## src/rtl/mul_pkg.sv

```systemverilog
// Shared definitions for the iterative mantissa multiplier: state encoding,
// default sizing and the derived iteration/counter widths.
package mul_pkg;

    localparam int MANT_W_DEF = 24;
    localparam int BPC_DEF    = 4;
    localparam int PROD_W     = 2 * MANT_W_DEF;
    localparam int N_ITER     = MANT_W_DEF / BPC_DEF;
    localparam int CNT_W      = (N_ITER > 1) ? $clog2(N_ITER) : 1;

    typedef enum logic [1:0] {
        IDLE = 2'd0,
        CALC = 2'd1,
        DONE = 2'd2
    } state_t;

    // Counter width for an arbitrary iteration count; never narrower than one bit.
    function automatic int cnt_width(input int n_iter);
        return (n_iter > 1) ? $clog2(n_iter) : 1;
    endfunction

endpackage

```

## src/rtl/mul_mod_iter_if.sv

```systemverilog
// Operand/product handshake bundle for mul_mod_iter.
// Carries the Norm_shift/Mantissa_N/Sticky signals only when MUL_MOD_NORM_EN is defined.
interface mul_mod_iter_if
    import mul_pkg::*;
#(
    parameter int MANT_W = MANT_W_DEF
);
    logic                  in_valid;
    logic                  in_ready;
    logic [MANT_W-1:0]     Mantissa_A;
    logic [MANT_W-1:0]     Mantissa_B;
    logic                  out_valid;
    logic                  out_ready;
    logic [2*MANT_W-1:0]   Producto;
`ifdef MUL_MOD_NORM_EN
    logic                  Norm_shift;
    logic [MANT_W-1:0]     Mantissa_N;
    logic                  Sticky;
`endif

    modport slave (
        input  in_valid, Mantissa_A, Mantissa_B, out_ready,
        output in_ready, out_valid, Producto
`ifdef MUL_MOD_NORM_EN
        , output Norm_shift, Mantissa_N, Sticky
`endif
    );

    modport master (
        output in_valid, Mantissa_A, Mantissa_B, out_ready,
        input  in_ready, out_valid, Producto
`ifdef MUL_MOD_NORM_EN
        , input Norm_shift, Mantissa_N, Sticky
`endif
    );

endinterface

```

## src/rtl/mul_pp_slice.sv

```systemverilog
// Combinational MANT_W x BITS_PER_CYCLE partial product: one shifted copy of
// the multiplicand per multiplier bit, summed.
module mul_pp_slice #(
    parameter int MANT_W         = 24,
    parameter int BITS_PER_CYCLE = 4
) (
    input  logic [MANT_W-1:0]                a,
    input  logic [BITS_PER_CYCLE-1:0]        b,
    output logic [MANT_W+BITS_PER_CYCLE-1:0] pp
);
    localparam int PP_W = MANT_W + BITS_PER_CYCLE;

    logic [PP_W-1:0] term [BITS_PER_CYCLE];

    genvar gi;
    generate
        for (gi = 0; gi < BITS_PER_CYCLE; gi++) begin : g_term
            assign term[gi] = b[gi] ? (PP_W'(a) << gi) : '0;
        end
    endgenerate

    always_comb begin
        pp = '0;
        for (int i = 0; i < BITS_PER_CYCLE; i++) begin
            pp = pp + term[i];
        end
    end

endmodule

```

## src/rtl/mul_mod_iter.sv

```systemverilog
// Iterative shift-add mantissa multiplier with valid/ready handshakes and a
// zero-operand fast path. Optional normalisation outputs under MUL_MOD_NORM_EN.
module mul_mod_iter
    import mul_pkg::*;
#(
    parameter int MANT_W         = MANT_W_DEF,
    parameter int BITS_PER_CYCLE = BPC_DEF
) (
    input  logic          clk,
    input  logic          rst,
    mul_mod_iter_if.slave bus,
    output logic          busy
);
    localparam int ACC_W = 2 * MANT_W;
    localparam int ITERS = MANT_W / BITS_PER_CYCLE;
    localparam int CW    = cnt_width(ITERS);
    localparam int PP_W  = MANT_W + BITS_PER_CYCLE;

    generate
        if (MANT_W % BITS_PER_CYCLE != 0) begin : g_bad_cfg
            $error("mul_mod_iter: BITS_PER_CYCLE must divide MANT_W");
        end
    endgenerate

    state_t            state_reg;
    logic [MANT_W-1:0] a_reg;
    logic [MANT_W-1:0] b_reg;
    logic [ACC_W-1:0]  acc_reg;
    logic [ACC_W-1:0]  acc_next;
    logic [ACC_W-1:0]  addend;
    logic [CW-1:0]     cnt_reg;
    logic              in_ready_reg;
    logic              out_valid_reg;
    logic              busy_reg;
    logic [PP_W-1:0]   pp;

    mul_pp_slice #(
        .MANT_W         (MANT_W),
        .BITS_PER_CYCLE (BITS_PER_CYCLE)
    ) u_pp_slice (
        .a  (a_reg),
        .b  (b_reg[BITS_PER_CYCLE-1:0]),
        .pp (pp)
    );

    // acc_next is shared with the optional normalisation registers so they
    // settle on the same edge that raises out_valid.
    always_comb begin
        addend   = ACC_W'(pp) << (BITS_PER_CYCLE * int'(cnt_reg));
        acc_next = acc_reg;
        case (state_reg)
            IDLE:    if (bus.in_valid) acc_next = '0;
            CALC:    acc_next = acc_reg + addend;
            default: acc_next = acc_reg;
        endcase
    end

    always_ff @(posedge clk or posedge rst) begin
        if (rst) begin
            state_reg     <= IDLE;
            a_reg         <= '0;
            b_reg         <= '0;
            acc_reg       <= '0;
            cnt_reg       <= '0;
            in_ready_reg  <= 1'b1;
            out_valid_reg <= 1'b0;
            busy_reg      <= 1'b0;
        end else begin
            acc_reg <= acc_next;
            case (state_reg)
                IDLE: begin
                    if (bus.in_valid) begin
                        a_reg        <= bus.Mantissa_A;
                        b_reg        <= bus.Mantissa_B;
                        cnt_reg      <= '0;
                        in_ready_reg <= 1'b0;
                        busy_reg     <= 1'b1;
                        if (bus.Mantissa_A == '0 || bus.Mantissa_B == '0) begin
                            state_reg     <= DONE;
                            out_valid_reg <= 1'b1;
                        end else begin
                            state_reg <= CALC;
                        end
                    end
                end
                CALC: begin
                    b_reg   <= b_reg >> BITS_PER_CYCLE;
                    cnt_reg <= cnt_reg + CW'(1);
                    if (cnt_reg == CW'(ITERS - 1)) begin
                        state_reg     <= DONE;
                        out_valid_reg <= 1'b1;
                    end
                end
                DONE: begin
                    if (bus.out_ready) begin
                        state_reg     <= IDLE;
                        out_valid_reg <= 1'b0;
                        busy_reg      <= 1'b0;
                        in_ready_reg  <= 1'b1;
                    end
                end
                default: state_reg <= IDLE;
            endcase
        end
    end

    assign bus.in_ready  = in_ready_reg;
    assign bus.out_valid = out_valid_reg;
    assign bus.Producto  = acc_reg;
    assign busy          = busy_reg;

`ifdef MUL_MOD_NORM_EN
    logic              norm_shift_reg;
    logic [MANT_W-1:0] mant_n_reg;
    logic              sticky_reg;

    always_ff @(posedge clk or posedge rst) begin
        if (rst) begin
            norm_shift_reg <= 1'b0;
            mant_n_reg     <= '0;
            sticky_reg     <= 1'b0;
        end else begin
            norm_shift_reg <= acc_next[ACC_W-1];
            if (acc_next[ACC_W-1]) begin
                mant_n_reg <= acc_next[ACC_W-1:MANT_W];
                sticky_reg <= |acc_next[MANT_W-1:0];
            end else begin
                mant_n_reg <= acc_next[ACC_W-2:MANT_W-1];
                sticky_reg <= |acc_next[MANT_W-2:0];
            end
        end
    end

    assign bus.Norm_shift = norm_shift_reg;
    assign bus.Mantissa_N = mant_n_reg;
    assign bus.Sticky     = sticky_reg;
`endif

endmodule

```

## src/flat_wrapper.sv

```systemverilog
// flat-port wrapper written by rule: the top's interface ports become plain ports
module mul_mod_iter_flat import mul_pkg::*;
#(
    parameter int MANT_W         = MANT_W_DEF,
    parameter int BITS_PER_CYCLE = BPC_DEF
)
  (clk, rst, busy, bus_in_valid, bus_Mantissa_A, bus_Mantissa_B, bus_out_ready, bus_in_ready, bus_out_valid, bus_Producto);
  mul_mod_iter_if #(.MANT_W(MANT_W)) bus_i ();
  input  logic clk;
  input  logic rst;
  output logic busy;
  input wire logic [$bits(bus_i.in_valid)-1:0] bus_in_valid;
  input wire logic [$bits(bus_i.Mantissa_A)-1:0] bus_Mantissa_A;
  input wire logic [$bits(bus_i.Mantissa_B)-1:0] bus_Mantissa_B;
  input wire logic [$bits(bus_i.out_ready)-1:0] bus_out_ready;
  output wire logic [$bits(bus_i.in_ready)-1:0] bus_in_ready;
  output wire logic [$bits(bus_i.out_valid)-1:0] bus_out_valid;
  output wire logic [$bits(bus_i.Producto)-1:0] bus_Producto;
  assign bus_i.in_valid = bus_in_valid;
  assign bus_i.Mantissa_A = bus_Mantissa_A;
  assign bus_i.Mantissa_B = bus_Mantissa_B;
  assign bus_i.out_ready = bus_out_ready;
  assign bus_in_ready = bus_i.in_ready;
  assign bus_out_valid = bus_i.out_valid;
  assign bus_Producto = bus_i.Producto;
  mul_mod_iter #(.MANT_W(MANT_W), .BITS_PER_CYCLE(BITS_PER_CYCLE)) u_core (.clk(clk), .rst(rst), .bus(bus_i), .busy(busy));
endmodule
```

## config.mk

```make
export PLATFORM = sky130hd
export DESIGN_NAME = mul_mod_iter_flat
export DESIGN_NICKNAME = d
export VERILOG_FILES = /design/src/rtl/mul_pkg.sv /design/src/rtl/mul_mod_iter_if.sv /design/src/rtl/mul_pp_slice.sv /design/src/rtl/mul_mod_iter.sv /design/src/flat_wrapper.sv
export SDC_FILE = /design/constraint.sdc
export NUM_CORES = 1
export LEC_CHECK = 0
export BUFFER_PORTS_ARGS = -buffer_cell sky130_fd_sc_hd__clkbuf_2
export CAP_MARGIN = 20
export CORE_MARGIN = 2
export CORE_UTILIZATION = 55
export CTS_CLUSTER_SIZE = 40
export DETAILED_ROUTE_END_ITERATION = 12
export HOLD_SLACK_MARGIN = 0.05
export PLACE_DENSITY_LB_ADDON = 0.25
export SLEW_MARGIN = 25
export SYNTH_ARGS = -nofsm -noshare
export SYNTH_HDL_FRONTEND = slang
export SYNTH_SLANG_ARGS = --single-unit
```

## constraint.sdc

```tcl
create_clock -name clk -period 14.9 [get_ports clk]
set_input_delay 2.98 -clock clk [delete_from_list [all_inputs] [get_ports clk]]
set_output_delay 2.98 -clock clk [all_outputs]
set_load 0.05 [all_outputs]
```

Word-level counts from Yosys, hierarchy flattened
Index checks and enable logic that the tools add are counted.
- flip-flop bits (word level): 104
- input port bits: 52
- output and inout port bits: 51
- word-level logic and storage cells: 58
- $add $sub $neg: 5
- equal/unequal tests: 7
- shift operators: 1
- multiplexer cells: 25
- reduce and logical (&&, ||, !) cells: 12
- operators by type and width (operator ; number):
    one-hot mux 48 bit (2 select lines) ; 1
    adder 48 bit ; 1
    logical NOT 24 bit ; 2
    2-to-1 mux 24 bit ; 2
    2-to-1 mux 48 bit ; 1
    one-hot mux 24 bit (2 select lines) ; 1
    << shifter 28 x 5 -> 48 bit ; 1
    adder 28 x 27 -> 28 bit ; 1
    adder 28 bit ; 1
    2-to-1 mux 27 bit ; 1
    adder 24 x 25 -> 26 bit ; 1
    2-to-1 mux 26 bit ; 1
    2-to-1 mux 25 bit ; 1
    2-to-1 mux 2 bit ; 4
    2-to-1 mux 1 bit ; 7
    one-hot mux 2 bit (3 select lines) ; 1
    one-hot mux 3 bit (2 select lines) ; 1
    AND reduction 3 bit ; 2
    AND reduction 5 bit ; 1
    != test 2 x 1 -> 1 bit (second input constant) ; 2
    != test 2 bit (second input constant) ; 2
    one-hot mux 1 bit (2 select lines) ; 2
    AND reduction 2 bit ; 2
    nonzero test 2 bit ; 2
    9 further kinds ; 9

Depth between registers and ports, before layout
- depth after elaboration: 7
- gate-level depth with buffers: 40
- depth with buffers taken out: 38

Hierarchy
A second synthesis with hierarchy kept.
- cells, all modules: 1291
- area, all modules: 10791.6 µm²
- modules (own cells, without submodules) (module ; times used ; cells each ; area each (µm²) ; sequential area each (µm²)):
    mul_mod_iter ; 1 ; 886 ; 7706.1 ; 2603.7
    mul_pp_slice ; 1 ; 405 ; 3085.5 ; 0.0

Worst setup path before layout
Ideal clock, no wire load.
- kind: reg2reg
- start point: reg u_core.b_reg[0]
- end point: reg u_core.acc_reg[47] (netlist: u_core.bus.Producto[47])
- library setup time: 0.070 ns
- arrival time: 7.837 ns
- data required time: 14.830 ns
- path slack: 6.994 ns
- stages on the path, launching flop included: 40
- buffers on the path: 3
- period minus slack after synthesis: 7.906 ns
- path through: dfrtp_1 > clkbuf_1 > clkbuf_1 > nand2_1 > inv_1 > ha_1 > a21o_1 > a21oi_1 > nand2b_1 > a21oi_1 > o211ai_1 > a31oi_1 > a41oi_1 > o21bai_1 > a21oi_1 > xor2_1 > fa_1 > inv_1 > (+4 left out) > a221o_1 > or3_1 > a41o_1 > a31oi_1 > xnor2_1 > mux2i_1 > mux2_2 > mux2i_1 > ha_1 > and3_1 > nand2_1 > and2b_1 > o311ai_4 > a211oi_2 > o21ai_1 > a21oi_1 > or4_1 > nand3_1
- longest elaborated chain between the ends: 7
- ends and longest elaborated chain (what ; line ; RTL):
    from (decl) ; mul_mod_iter.sv:27 ; logic [MANT_W-1:0] b_reg;
    from (signal assigned) ; mul_mod_iter.sv:74 ; b_reg <= bus.Mantissa_B;
    from (signal assigned) ; mul_mod_iter.sv:87 ; b_reg <= b_reg >> BITS_PER_CYCLE;
    2-to-1 mux 24 bit ; mul_pp_slice.sv:18 ; assign term[gi] = b[gi] ? (PP_W'(a) << gi) : '0;
    adder 24 x 25 -> 26 bit ; mul_pp_slice.sv:25 ; pp = pp + term[i];
    adder 28 bit ; mul_pp_slice.sv:25 ;
    adder 28 x 27 -> 28 bit ; mul_pp_slice.sv:25 ;
    << shifter 28 x 5 -> 48 bit ; mul_mod_iter.sv:49 ; addend = ACC_W'(pp) << (BITS_PER_CYCLE * int'(cnt_reg));
    adder 48 bit ; mul_mod_iter.sv:53 ; CALC: acc_next = acc_reg + addend;
    one-hot mux 48 bit (2 select lines) ; mul_mod_iter.sv:51 ; case (state_reg)
    to (signal assigned) ; mul_mod_iter.sv:69 ; acc_reg <= acc_next;
    to (decl) ; mul_mod_iter.sv:28 ; logic [ACC_W-1:0] acc_reg;
No other way between the ends.
A chain may end at the register's enable or synchronous reset.

Worst setup path after layout
- start point: reg u_core.b_reg[0]
- end point: reg u_core.acc_reg[46] (netlist: u_core.bus.Producto[46])
The elaborated chain is that of the path after synthesis.

==> metrics.cfg <==
[logic_synthesis]
synthesis.nets = 1526
synth-seq-cells = 104
synth_common_cells = nand2_1 (177), o21ai_0 (115), dfrtp_1 (103)
synth_seq_area_share_pct = 23.7
synthAdderAreaFrac_pct = 15.8
synth-edff-count = 0
syn_inst = 1351
synth_area_leader_cell = dfrtp_1
synth_top_area_share_pct = 23.5
synth.most_common_cell = nand2_1
synth_compound_area_share_pct = 23.4
synthMuxAreaShare_pct = 6.70
synth_top_family_by_area = compound AO/OA/AOI/OAI gates
avgSynthCellArea_um2 = 8.13
yosys.area_share.simple_pct = 18.7
synth_area_leaders = dfrtp_1 (23%), ha_1 (11%), nand2_1 (6.0%), o21ai_0 (5.2%), fa_1 (4.7%)
synthArstFlopShare_pct = 100
synth-xor-area-share_pct = 6.62
synthFlopType = dfrtp_1
synth_cell_types = 77
syn_area_mm2 = 0.0110
yosysWarnings = 0

[final_layout]
regArea_mm2 = 0.00260
fin_nets = 1582
multi_input_area_mm2 = 0.00785
area_growth_pct = 9.08
antenna_cells = 0
largest_reg_flops = 48
nFillCells = 1845
layout-drive-gt1-share_pct = 13.0

[clock_network]
cts_made_buffers = 9
cts_max_path_buffers = 2
cts_setup_buffers = 0
cts.hold.buffers_added = 0
insertion_delay_ps = 370
cts_tree = built
clkSinkCount = 104
cts-resized-gates = 0
htreeDepth = 3
clk_pin_slew_ps = 90
root_buffer = clkbuf_16

[drt]
drt-initial-drc-count = 702
via_per_inst = 6.02
drc = 0
routed_wl_mm = 28.2
ant_nets = 0
dr_total_vias = 10097
drt-pass1-iter-count = 5
wl_per_cell_um = 16.8

[worst_setup_path]
crit_path_start_kind = register
critPathRequiredTime_ps = 15170
critPathBufInv = 2
worstPathArrival_ps = 9380
critPathSlowestCell = dfrtp_1
crit_path_end_kind = register
worst-path-max-fanout = 29
path_class = register to register
crit_family = compound AO/OA/AOI/OAI gates
cpPeakStageDelay_ps = 860
cpMostUsedCell = a21oi_1

[die]
core_area_mm2 = 0.0195
die_w_um = 145
fp.dieArea_mm2 = 0.0211
die_y_um = 145
start_util_pct = 56.3
ios = 103
rows = 51

[place]
gp_routability_congestion = 0.944
place_hpwl_mm = 21.5
portBuffers = 102
dp_slack_ps = 6000

[timing]
maxSlewHeadroom_pct = 44.4
max_freq_mhz = 110
rsz0062_at_grt = false
period_needed_ps = 9100
setup-tns-final_ps = 0
hold_viol = 0
finClkSkew_ps = 15.2
setup_ws_ps = 5800
setup_viol = 0
worstMarginPinSlew_ps = 835
post-route-period-util_pct = 61.1
slew_violations = 0

[flow_run]
maxCapViolations = 0

[grt]
gr-usage-all-layers_pct = 27.3
grt_pass1_wl_mm = 48.4
grt_pass1_vias = 9838
grt_overflow = 0
antenna_found_initial = 1
grt_max_degree = 61

[hold_path]
hold_class = register to register

[status]
status = finished clean

-- cells by family (layout without fill, tap and decap cells) --
group           after synthesis  after routing
simple gates                433            433
fa+ha+maj                   123            123
xor+xnor                     83             83
flops                       104            104
mux                          66             66
buf+inv                     146            207
compound gates              396            396
-- final cells by class --
class | instances | area share (%)
Clock buffer | 9 | 1.88
Tap cell | 265 | 2.77
Multi-Input combinational cell | 1101 | 65.5
Inverter | 82 | 2.59
Clock inverter | 7 | 0.846
Sequential cell | 104 | 21.7
Timing Repair Buffer | 109 | 4.70
-- worst reg2reg max path, delay by kind of cell, from the launching register on --
family	cells	cell delay, ps
muxes	1	510
DFF	1	860
buffers and inverters	2	90
adders and majority gates	5	1860
and+or+nand+nor	7	1220
AOI/OAI and AO/OA	18	3920
xor gates and xnor gates	2	550
-- path summary, 6_finish.rpt --
| kind | startpoint | cells past startpoint | slack, ps | endpoint |
|---|---|---|---|---|
| worst max-delay path | u_core.b_reg[0]$_DFFE_PP0P_ | 35 | 5800 | u_core.bus.Producto[46]$_DFFE_PP0P_ |
| worst min-delay path | u_core.b_reg[14]$_DFFE_PP0P_ | 2 | 480 | u_core.b_reg[14]$_DFFE_PP0P_ |
| worst max register to register | u_core.b_reg[0]$_DFFE_PP0P_ | 35 | 5800 | u_core.bus.Producto[46]$_DFFE_PP0P_ |
| worst min register to register | u_core.b_reg[14]$_DFFE_PP0P_ | 2 | 480 | u_core.b_reg[14]$_DFFE_PP0P_ |
| max in group asynchronous | rst | 3 | 11050 | u_core.a_reg[19]$_DFFE_PP0P_ |
| min in group asynchronous | rst | 2 | 2640 | u_core.bus.Producto[5]$_DFFE_PP0P_ |
-- placed cells by master (no fill, tap or decap), types with 26 or more instances in the layout --
cell type    n
nor2_1      70
dfrtp_1    103
inv_1       78
o21ai_0    115
and2_1      57
clkbuf_2   102
a21oi_1     93
xor2_1      45
ha_1        97
mux2i_1     33
mux2_2      30
fa_1        26
a21o_1      36
nand2_1    177
xnor2_1     38
-- routing by layer --
metal  GRT usage [%]  up-vias  part of all wire, %
li1                -     4919                    -
met2            45.9      306                   47
met4            6.72        0                  2.0
met3            4.11       43                  5.5
met5               0        -                    0
met1            37.2     4829                   46
-- stage by stage --
step	std cells	util, %	cell area, um2	hold slack, ps
6_report	1677	61.4	12000	482
3_5_place_dp	1661	59.7	11700	470
5_1_grt	1677	61.4	12000	525
4_1_cts	1677	61.4	12000	491
3_3_place_gp	1661	59.7	11700	461
2_1_floorplan	1351	-	11000	449
Power is not shown: default switching activity piles up to over one toggle a cycle in this logic, so the estimate is an artifact.
